### config.mk
export PLATFORM = sky130hd
export DESIGN_NAME = icsp_loader
export DESIGN_NICKNAME = d
export VERILOG_FILES = /design/src/rtl/icsp_loader_pkg.sv /design/src/rtl/icsp_loader_prog_pulse_timer.sv /design/src/rtl/icsp_loader.sv
export SDC_FILE = /design/constraint.sdc
export NUM_CORES = 1
export LEC_CHECK = 0
export CAP_MARGIN = 10
export CORE_MARGIN = 10
export CORE_UTILIZATION = 55
export CTS_BUF_LIST = sky130_fd_sc_hd__clkbuf_8
export CTS_CLUSTER_DIAMETER = 40
export DETAILED_ROUTE_END_ITERATION = 10
export PLACE_DENSITY = 0.88
export SYNTH_ARGS = -nofsm -noshare
export SYNTH_HDL_FRONTEND = slang
export SYNTH_SLANG_ARGS = --single-unit
### constraint.sdc
create_clock -name clk -period 4.2 [get_ports clk]
set_clock_uncertainty 0.2 [all_clocks]
set_input_delay 0.84 -clock clk [delete_from_list [all_inputs] [get_ports clk]]
set_output_delay 0.84 -clock clk [all_outputs]
set_load 0.03 [all_outputs]
### src/rtl/icsp_loader_pkg.sv
// Shared definitions for the ICSP loader: default widths, host opcodes and sequencer states.
package icsp_loader_pkg;

    localparam int DEF_PC_WIDTH    = 9;
    localparam int DEF_INST_WIDTH  = 12;
    localparam int DEF_PROG_CYCLES = 8;
    localparam int DEF_MAX_PULSES  = 25;

    typedef enum logic [2:0] {
        OP_NOP     = 3'd0,
        OP_ENTER   = 3'd1,
        OP_EXIT    = 3'd2,
        OP_LOAD    = 3'd3,
        OP_PROG    = 3'd4,
        OP_READ    = 3'd5,
        OP_INC     = 3'd6,
        OP_RSTADDR = 3'd7
    } cmdOpE;

    typedef enum logic [1:0] {
        ST_RUN    = 2'd0,
        ST_IDLE   = 2'd1,
        ST_PULSE  = 2'd2,
        ST_VERIFY = 2'd3
    } loaderStateE;

endpackage

### src/rtl/icsp_loader_prog_pulse_timer.sv
// Programming-pulse timer: a start loads it, it runs PROG_CYCLES cycles and flags
// the final one with a single-cycle done.
module prog_pulse_timer #(
    parameter int PROG_CYCLES = 8
) (
    input  logic clk,
    input  logic rst_n,
    input  logic start,
    output logic done
);

    localparam logic [7:0] LAST_CYC = 8'(PROG_CYCLES - 1);

    logic [7:0] cycCnt;
    logic       running;

    always_ff @(posedge clk or negedge rst_n) begin
        if (!rst_n) begin
            cycCnt  <= '0;
            running <= 1'b0;
        end else if (start) begin
            cycCnt  <= '0;
            running <= 1'b1;
        end else if (running) begin
            if (cycCnt == LAST_CYC) begin
                running <= 1'b0;
            end else begin
                cycCnt <= cycCnt + 8'd1;
            end
        end
    end

    assign done = running && (cycCnt == LAST_CYC);

endmodule

### src/rtl/icsp_loader.sv
// ICSP sequencer: holds the core in reset while a host streams commands, and
// programs words with timed pulses verified by read-back with bounded retries.
//
// state  | meaning
// RUN    | core running, only ENTER/NOP accepted
// IDLE   | programming mode, waiting for host command
// PULSE  | pm_we asserted for PROG_CYCLES cycles
// VERIFY | single cycle comparing read-back against data latch
module icsp_loader
    import icsp_loader_pkg::*;
#(
    parameter int PC_WIDTH    = DEF_PC_WIDTH,
    parameter int INST_WIDTH  = DEF_INST_WIDTH,
    parameter int PROG_CYCLES = DEF_PROG_CYCLES,
    parameter int MAX_PULSES  = DEF_MAX_PULSES
) (
    input  logic                  clk,
    input  logic                  rst_n,
    input  logic                  cmd_valid,
    output logic                  cmd_ready,
    input  logic [2:0]            cmd_op,
    input  logic [INST_WIDTH-1:0] cmd_data,
    output logic                  rsp_valid,
    output logic                  rsp_err,
    output logic [INST_WIDTH-1:0] rsp_data,
    output logic [PC_WIDTH-1:0]   pm_addr,
    output logic [INST_WIDTH-1:0] pm_wdata,
    output logic                  pm_we,
    input  logic [INST_WIDTH-1:0] pm_rdata,
    output logic                  core_rst_n,
    output logic                  busy
);

    loaderStateE           state;
    logic                  progMode;
    logic [PC_WIDTH-1:0]   addr;
    logic [INST_WIDTH-1:0] dataLatch;
    logic [7:0]            pulseCnt;
    logic                  pmWe;
    logic                  rspValid;
    logic                  rspErr;
    logic [INST_WIDTH-1:0] rspData;

    cmdOpE op;
    logic  cmdFire;
    logic  verifyOk;
    logic  canRetry;
    logic  timerStart;
    logic  timerDone;

    assign op         = cmdOpE'(cmd_op);
    assign cmdFire    = cmd_valid && cmd_ready;
    assign verifyOk   = (pm_rdata == dataLatch);
    assign canRetry   = (pulseCnt < 8'(MAX_PULSES));
    assign timerStart = ((state == ST_IDLE) && cmdFire && (op == OP_PROG)) ||
                        ((state == ST_VERIFY) && !verifyOk && canRetry);

    prog_pulse_timer #(
        .PROG_CYCLES(PROG_CYCLES)
    ) uTimer (
        .clk  (clk),
        .rst_n(rst_n),
        .start(timerStart),
        .done (timerDone)
    );

    always_ff @(posedge clk or negedge rst_n) begin
        if (!rst_n) begin
            state     <= ST_RUN;
            progMode  <= 1'b0;
            addr      <= '0;
            dataLatch <= '0;
            pulseCnt  <= '0;
            pmWe      <= 1'b0;
            rspValid  <= 1'b0;
            rspErr    <= 1'b0;
            rspData   <= '0;
        end else begin
            rspValid <= 1'b0;
            rspErr   <= 1'b0;
            rspData  <= '0;
            case (state)
                ST_RUN: begin
                    if (cmdFire) begin
                        rspValid <= 1'b1;
                        case (op)
                            OP_ENTER: begin
                                progMode <= 1'b1;
                                addr     <= '0;
                                state    <= ST_IDLE;
                            end
                            OP_NOP:  ;
                            default: rspErr <= 1'b1;
                        endcase
                    end
                end
                ST_IDLE: begin
                    if (cmdFire) begin
                        rspValid <= 1'b1;
                        case (op)
                            OP_NOP, OP_ENTER: ;
                            OP_LOAD:    dataLatch <= cmd_data;
                            OP_READ:    rspData   <= pm_rdata;
                            OP_INC:     addr      <= addr + PC_WIDTH'(1);
                            OP_RSTADDR: addr      <= '0;
                            OP_EXIT: begin
                                progMode <= 1'b0;
                                state    <= ST_RUN;
                            end
                            OP_PROG: begin
                                // PROG answers only after verification completes
                                rspValid <= 1'b0;
                                pulseCnt <= 8'd1;
                                pmWe     <= 1'b1;
                                state    <= ST_PULSE;
                            end
                        endcase
                    end
                end
                ST_PULSE: begin
                    if (timerDone) begin
                        pmWe  <= 1'b0;
                        state <= ST_VERIFY;
                    end
                end
                ST_VERIFY: begin
                    if (verifyOk) begin
                        rspValid <= 1'b1;
                        rspData  <= INST_WIDTH'(pulseCnt);
                        state    <= ST_IDLE;
                    end else if (canRetry) begin
                        pulseCnt <= pulseCnt + 8'd1;
                        pmWe     <= 1'b1;
                        state    <= ST_PULSE;
                    end else begin
                        rspValid <= 1'b1;
                        rspErr   <= 1'b1;
                        rspData  <= INST_WIDTH'(pulseCnt);
                        state    <= ST_IDLE;
                    end
                end
            endcase
        end
    end

    assign busy       = (state == ST_PULSE) || (state == ST_VERIFY);
    assign cmd_ready  = !busy;
    assign pm_we      = pmWe;
    assign pm_addr    = addr;
    assign pm_wdata   = dataLatch;
    assign rsp_valid  = rspValid;
    assign rsp_err    = rspErr;
    assign rsp_data   = rspData;
    assign core_rst_n = rst_n & ~progMode;

endmodule

# --- Word-level counts from Yosys, hierarchy flattened ---
# Index checks and enable logic that the tools add are counted.
op_classes:
  addsub: 3
  magnitude_cmp: 1
  eq_ne: 23
  n_mux: 50
  n_bitwise: 2
  reduce_logical: 24
ops:
  columns: ["cell", "count"]
  rows:
  - ["8-bit two-way mux", 9]
  - ["9-bit case mux with 2 select lines", 2]
  - ["9-bit two-way mux", 3]
  - ["12-bit two-way mux", 2]
  - ["12-bit case mux with 2 select lines", 1]
  - ["1-bit two-way mux", 20]
  - ["5-bit AND reduction", 4]
  - ["8-bit by 1-bit adder with 8-bit output, second input constant", 2]
  - ["8-bit case mux with 2 select lines", 1]
  - ["12-bit equality test", 1]
  - ["3-bit equality test, second input constant", 4]
  - ["2-bit two-way mux", 6]
  - ["2-bit != test, second input constant", 6]
  - ["9-bit by 1-bit adder with 9-bit output, second input constant", 1]
  - ["8-bit by 3-bit equality test with 1-bit output, second input constant", 1]
  - ["8-bit by 5-bit less-than comparator with 1-bit output, second input constant", 1]
  - ["2-bit case mux with 4 select lines", 1]
  - ["3-bit by 2-bit equality test with 1-bit output, second input constant", 2]
  - ["1-bit logical AND", 6]
  - ["2-bit by 1-bit != test with 1-bit output, second input constant", 3]
  - ["3-bit by 1-bit != test with 1-bit output, second input constant", 2]
  - ["1-bit case mux with 3 select lines", 2]
  - ["6-bit AND reduction", 1]
  - ["2-bit nonzero test", 3]
  - ["other kinds (15)", 19]
word_totals:
  ff_bits: 56
  output_inout_bits: 39

# --- Logic depth before layout (Yosys ltp) ---
depth:
  ltp_word: 9
  mapped_depth: 9
  ltp_nobuf: 7

# --- Hierarchy ---
# From an unflattened synthesis, not the netlist that was laid out.
unflattened:
  hier_cells: 277
  hier_area_um2: 2970.3
by_module_without_submodules:
  columns: ["mod", "instances", "cells_each", "area_per_inst_um2", "seq_area_each_um2"]
  rows:
  - ["icsp_loader", 1, 228, 2476.1, 1176.1]
  - ["prog_pulse_timer", 1, 49, 494.2, 225.2]

# --- Worst setup path before layout ---
# Ideal clock, no wire load.
synth_timing:
  kind: "reg2out"
  start: "register state[1]"
  end: "output busy"
  arrival_ns: 1.491
  required_time_ns: 3.160
  slack_ns: 1.669
  stages_incl_launch_ff: 5
  path_buffers: 1
  path_cell_list: "dfrtp_1 ha_1 buf_2 nor2_1 inv_1"
synth_between:
  elab_chain_cells: 2
  elab_cells_between_ends: 3
  cone_classes: "eq/ne (2); reduce/logical (1)"
synth_lines:
  columns: ["item", "line_no", "rtl"]
  rows:
  - ["start: declaration", "icsp_loader.sv:34", "loaderStateE state;"]
  - ["start signal: assignment", "icsp_loader.sv:69", "state <= ST_RUN;"]
  - ["start signal: assignment", "icsp_loader.sv:90", "state <= ST_IDLE;"]
  - ["start signal: assignment", "icsp_loader.sv:108", "state <= ST_RUN;"]
  - ["2-bit equality test", "icsp_loader.sv:146", "assign busy = (state == ST_PULSE) || (state == ST_VERIFY);"]
  - ["1-bit logical OR (*)", "icsp_loader.sv:146", null]
  - ["end: declaration", "icsp_loader.sv:31", "output logic busy"]
# Every way passes the cells marked *; elsewhere a longest branch is shown, timed or not.

# --- Worst setup path after layout ---
layout_timing:
  start: "register state[0]"
  end: "output busy"
# The elaborated chain is that of the path after synthesis.

==> impl_metrics.py <==
metrics = {
    "status": {
        "status": "finished, final reports clean",
    },
    "critical_path": {
        "r2r_slack_ns": 1.33,
        "slowest_delay_ns": 0.67,
        "crit_slowest_cell": "clkdlybuf4s50_1",
        "path_class": "flip-flop to primary output",
        "cp_max_fo": 8,
        "cpMostUsedCell": "inv_1",
        "reg2reg_to": "pm_addr[8]",
        "cp-end-kind": "primary output",
        "r2r_start": "state[0]",
        "path_cells": "inv_1 -> ha_1 -> nor2_1 -> inv_1 -> clkdlybuf4s50_1",
        "worstSetupStartpointType": "flip-flop",
        "required_ns": 3.16,
        "rr_worst_depth": 6,
        "crit_arrival_ns": 2.15,
    },
    "yosys": {
        "avgSynthCellArea_sq_um": 10.5,
        "seq_area_frac_synth_pct": 49.6,
        "netlist_instances": 268,
        "ys_ff_latch": 56,
        "ys_warn_count": 0,
        "synth_compound_area_share_pct": 13.7,
        "async_flop_share_pct": 100,
        "synthDistinctLibCells": 48,
        "synth-xor-area-share_pct": 5.89,
        "synth_simple_gate_area_share_pct": 18.8,
        "synth_ff_type": "dfrtp_1",
        "synth-edff-count": 0,
        "synth_fa_ha_area_share_pct": 3.54,
        "netlist_area_sq_um": 2830,
        "synth.area.mux_share_pct": 5.85,
        "synth_top_family_by_area": "simple AND/OR/NAND/NOR gates",
        "syn_nets": 306,
    },
    "clock_tree": {
        "post_cts_buffers": 0,
        "clk_latency_ns": 0.31,
        "cts_made_buffers": 5,
        "holdBufCountCts": 0,
        "cts_tree": "yes",
        "cts.sinks": 56,
        "path_clk_slew_ns": 0.10,
        "cts_resized": 0,
        "clockBufferDepth": 2,
        "h-tree-depth": 2,
        "root_buffer": "clkbuf_8",
    },
    "sta": {
        "max_freq_mhz": 314,
        "rsz0062_at_grt": "no",
        "tns_ns": 0,
        "period_share_pct": 75.9,
        "whs_ns": 0.297,
        "relSlewSlack_pct": 34.8,
        "worst_pin_slew_ns": 0.974,
        "fin_crit_ns": 3.19,
        "finalSetupViolCount": 0,
        "drv_slew": 0,
        "hold_violations": 0,
    },
    "final_layout": {
        "utilization_pct": 72.6,
        "nets": 376,
        "layout.cells.most_common": "clkdlybuf4s50_1",
        "n_fill_cell": 371,
        "diodes": 0,
        "drive_gt1_share_pct": 8.55,
        "syn2layout_area_growth_pct": 29.6,
        "final_cells": 409,
        "mostFrequentLayoutCells": "clkdlybuf4s50_1, dfrtp_1, nor2_1, nand2_1, o21ai_0",
    },
    "floorplan": {
        "die-area_sq_um": 8400,
        "row_count": 26,
        "die-height_microns": 91.7,
        "design.core.area_sq_um": 5040,
        "die_x_microns": 91.7,
        "pin_count": 69,
        "start_util_pct": 56.0,
    },
    "power_and_ir_drop": {
        "leakage_uw": 0.00156,
        "powerDensity_nw_per_um2": 555,
        "vdd_ir_drop_max_mv": 0.365,
    },
    "min_path": {
        "hold_start": "pm_addr[8]",
        "holdPathEnd": "pm_addr[8]",
        "min_path_cells": 1,
        "hold_path_class": "flip-flop to flip-flop",
    },
    "detailed_routing": {
        "vias_per_cell": 5.74,
        "firstDrtPassIters": 5,
        "num_vias": 2346,
        "routed_wl_microns": 7300,
        "wire_per_inst_microns": 17.9,
        "ant_nets": 0,
        "drc_errors": 0,
        "drtIter0Drc": 178,
    },
    "global_route": {
        "grt_pass1_wl_microns": 11400,
        "antenna_found_initial": 0,
        "track_usage_pct": 16.7,
        "grt_max_degree": 57,
        "grt_overflow_total": 0,
        "grt_pass1_vias": 2288,
    },
    "place": {
        "hpwl_microns": 5470,
        "numPortBuffers": 68,
        "dp.cells": 401,
        "gp_congestion": 0.869,
    },
    "flow_run": {
        "maxCapViolCount": 0,
    },
}
-- per-stage QoR --
step                      setup WS, ns  total power [uW]  instance area, sq um
final                             1.01              2030                  3660
after global routing             0.920              2150                  3660
after CTS                         1.03              2040                  3660
after detailed placement         0.947              1740                  3570
after global placement            1.08              1700                  3570
after floorplan                   1.67              1390                  2830
-- area by class of cell --
| cell class | count | area (sq um) | area share (%) |
|---|---|---|---|
| clock buffers | 6 | 82.6 | 2.26 |
| clock inverters | 2 | 7.51 | 0.205 |
| inverters | 11 | 41.3 | 1.13 |
| multi-input cells | 194 | 1350 | 36.9 |
| flip-flops and latches | 56 | 1400 | 38.3 |
| well taps | 70 | 87.6 | 2.39 |
| repair buffers | 70 | 691 | 18.9 |
-- cell families (layout without fill, tap and decap cells) --
kind of cell             after synthesis  count (layout)
AO/OA/AOI/OAI                         54              54
XOR/XNOR                              19              19
adder cells (fa/ha/maj)                8               8
buffers and inverters                 18              89
flip-flops                            56              56
multiplexers                          15              15
AND/OR/NAND/NOR                       98              98
-- critical path: cells and delay by family, from the launching register on --
kind                       cells  cell delay, ns
adders and majority gates      1            0.39
and+or+nand+nor                1            0.13
DFF                            1            0.42
buffers and inverters          3            0.89
-- synthesized netlist by cell type (2+ instances only) --
cell type | number | area share, %
nand3_1 | 5 | 0.89
o21a_1 | 2 | 0.53
a31oi_1 | 3 | 0.66
nor2b_1 | 5 | 1.1
ha_1 | 8 | 3.5
and3_1 | 2 | 0.44
nor2_1 | 21 | 2.8
nor3b_1 | 3 | 0.80
o41ai_1 | 2 | 0.62
nand2b_1 | 5 | 1.1
or3b_2 | 2 | 0.62
buf_2 | 5 | 0.89
a21oi_1 | 4 | 0.71
xor2_1 | 5 | 1.5
nand4_1 | 11 | 2.4
o21ai_1 | 3 | 0.53
o21ai_0 | 18 | 3.2
inv_1 | 11 | 1.5
or3_1 | 3 | 0.66
mux2i_1 | 3 | 1.1
xnor2_1 | 14 | 4.3
and2_1 | 7 | 1.5
o31ai_1 | 6 | 1.6
clkbuf_1 | 2 | 0.27
nand2_1 | 19 | 2.5
mux2_2 | 12 | 4.8
dfrtp_1 | 56 | 50
a22o_1 | 6 | 1.9
o311ai_0 | 2 | 0.62
nor3_1 | 5 | 0.89
-- sequential cells by signal, indices dropped and copies added (netlist names) --
| name | flops |
|---|---|
| rsp_err | 1 |
| uTimer.cycCnt | 8 |
| uTimer.running | 1 |
| rsp_data | 12 |
| progMode | 1 |
| state | 2 |
| pm_we | 1 |
| pm_wdata | 12 |
| rsp_valid | 1 |
| pm_addr | 9 |
| pulseCnt | 8 |
-- per-layer routing --
metal  vias up  wire length (microns)  track usage, %  part of all wire, %
met2        77                   3840            29.2                   53
met4         0                    127            5.48                  1.7
met3        13                    371            3.42                  5.1
li1       1106                      -               -                    -
met5         -                      0               0                    0
met1      1150                   2960            19.9                   41
-- power by group --
part           switching (uW)  total (uW)  internal, uW
clock                     164         295           130
combinational             519         926           407
sequential                136         812           676
total                     819        2030          1210
-- worst max path at each step --
stage | start | to | slack [ns] | cells past startpoint
after global placement | cmd_valid | pm_addr[8] | 1.08 | 5
after global routing | state[0] | busy | 0.92 | 5
after floorplan | state[1] | busy | 1.67 | 4
after detailed placement | cmd_valid | pm_addr[8] | 0.95 | 5
after CTS | state[0] | busy | 1.03 | 5
final | state[0] | busy | 1.01 | 5
Power figures use the tool's default switching activity.
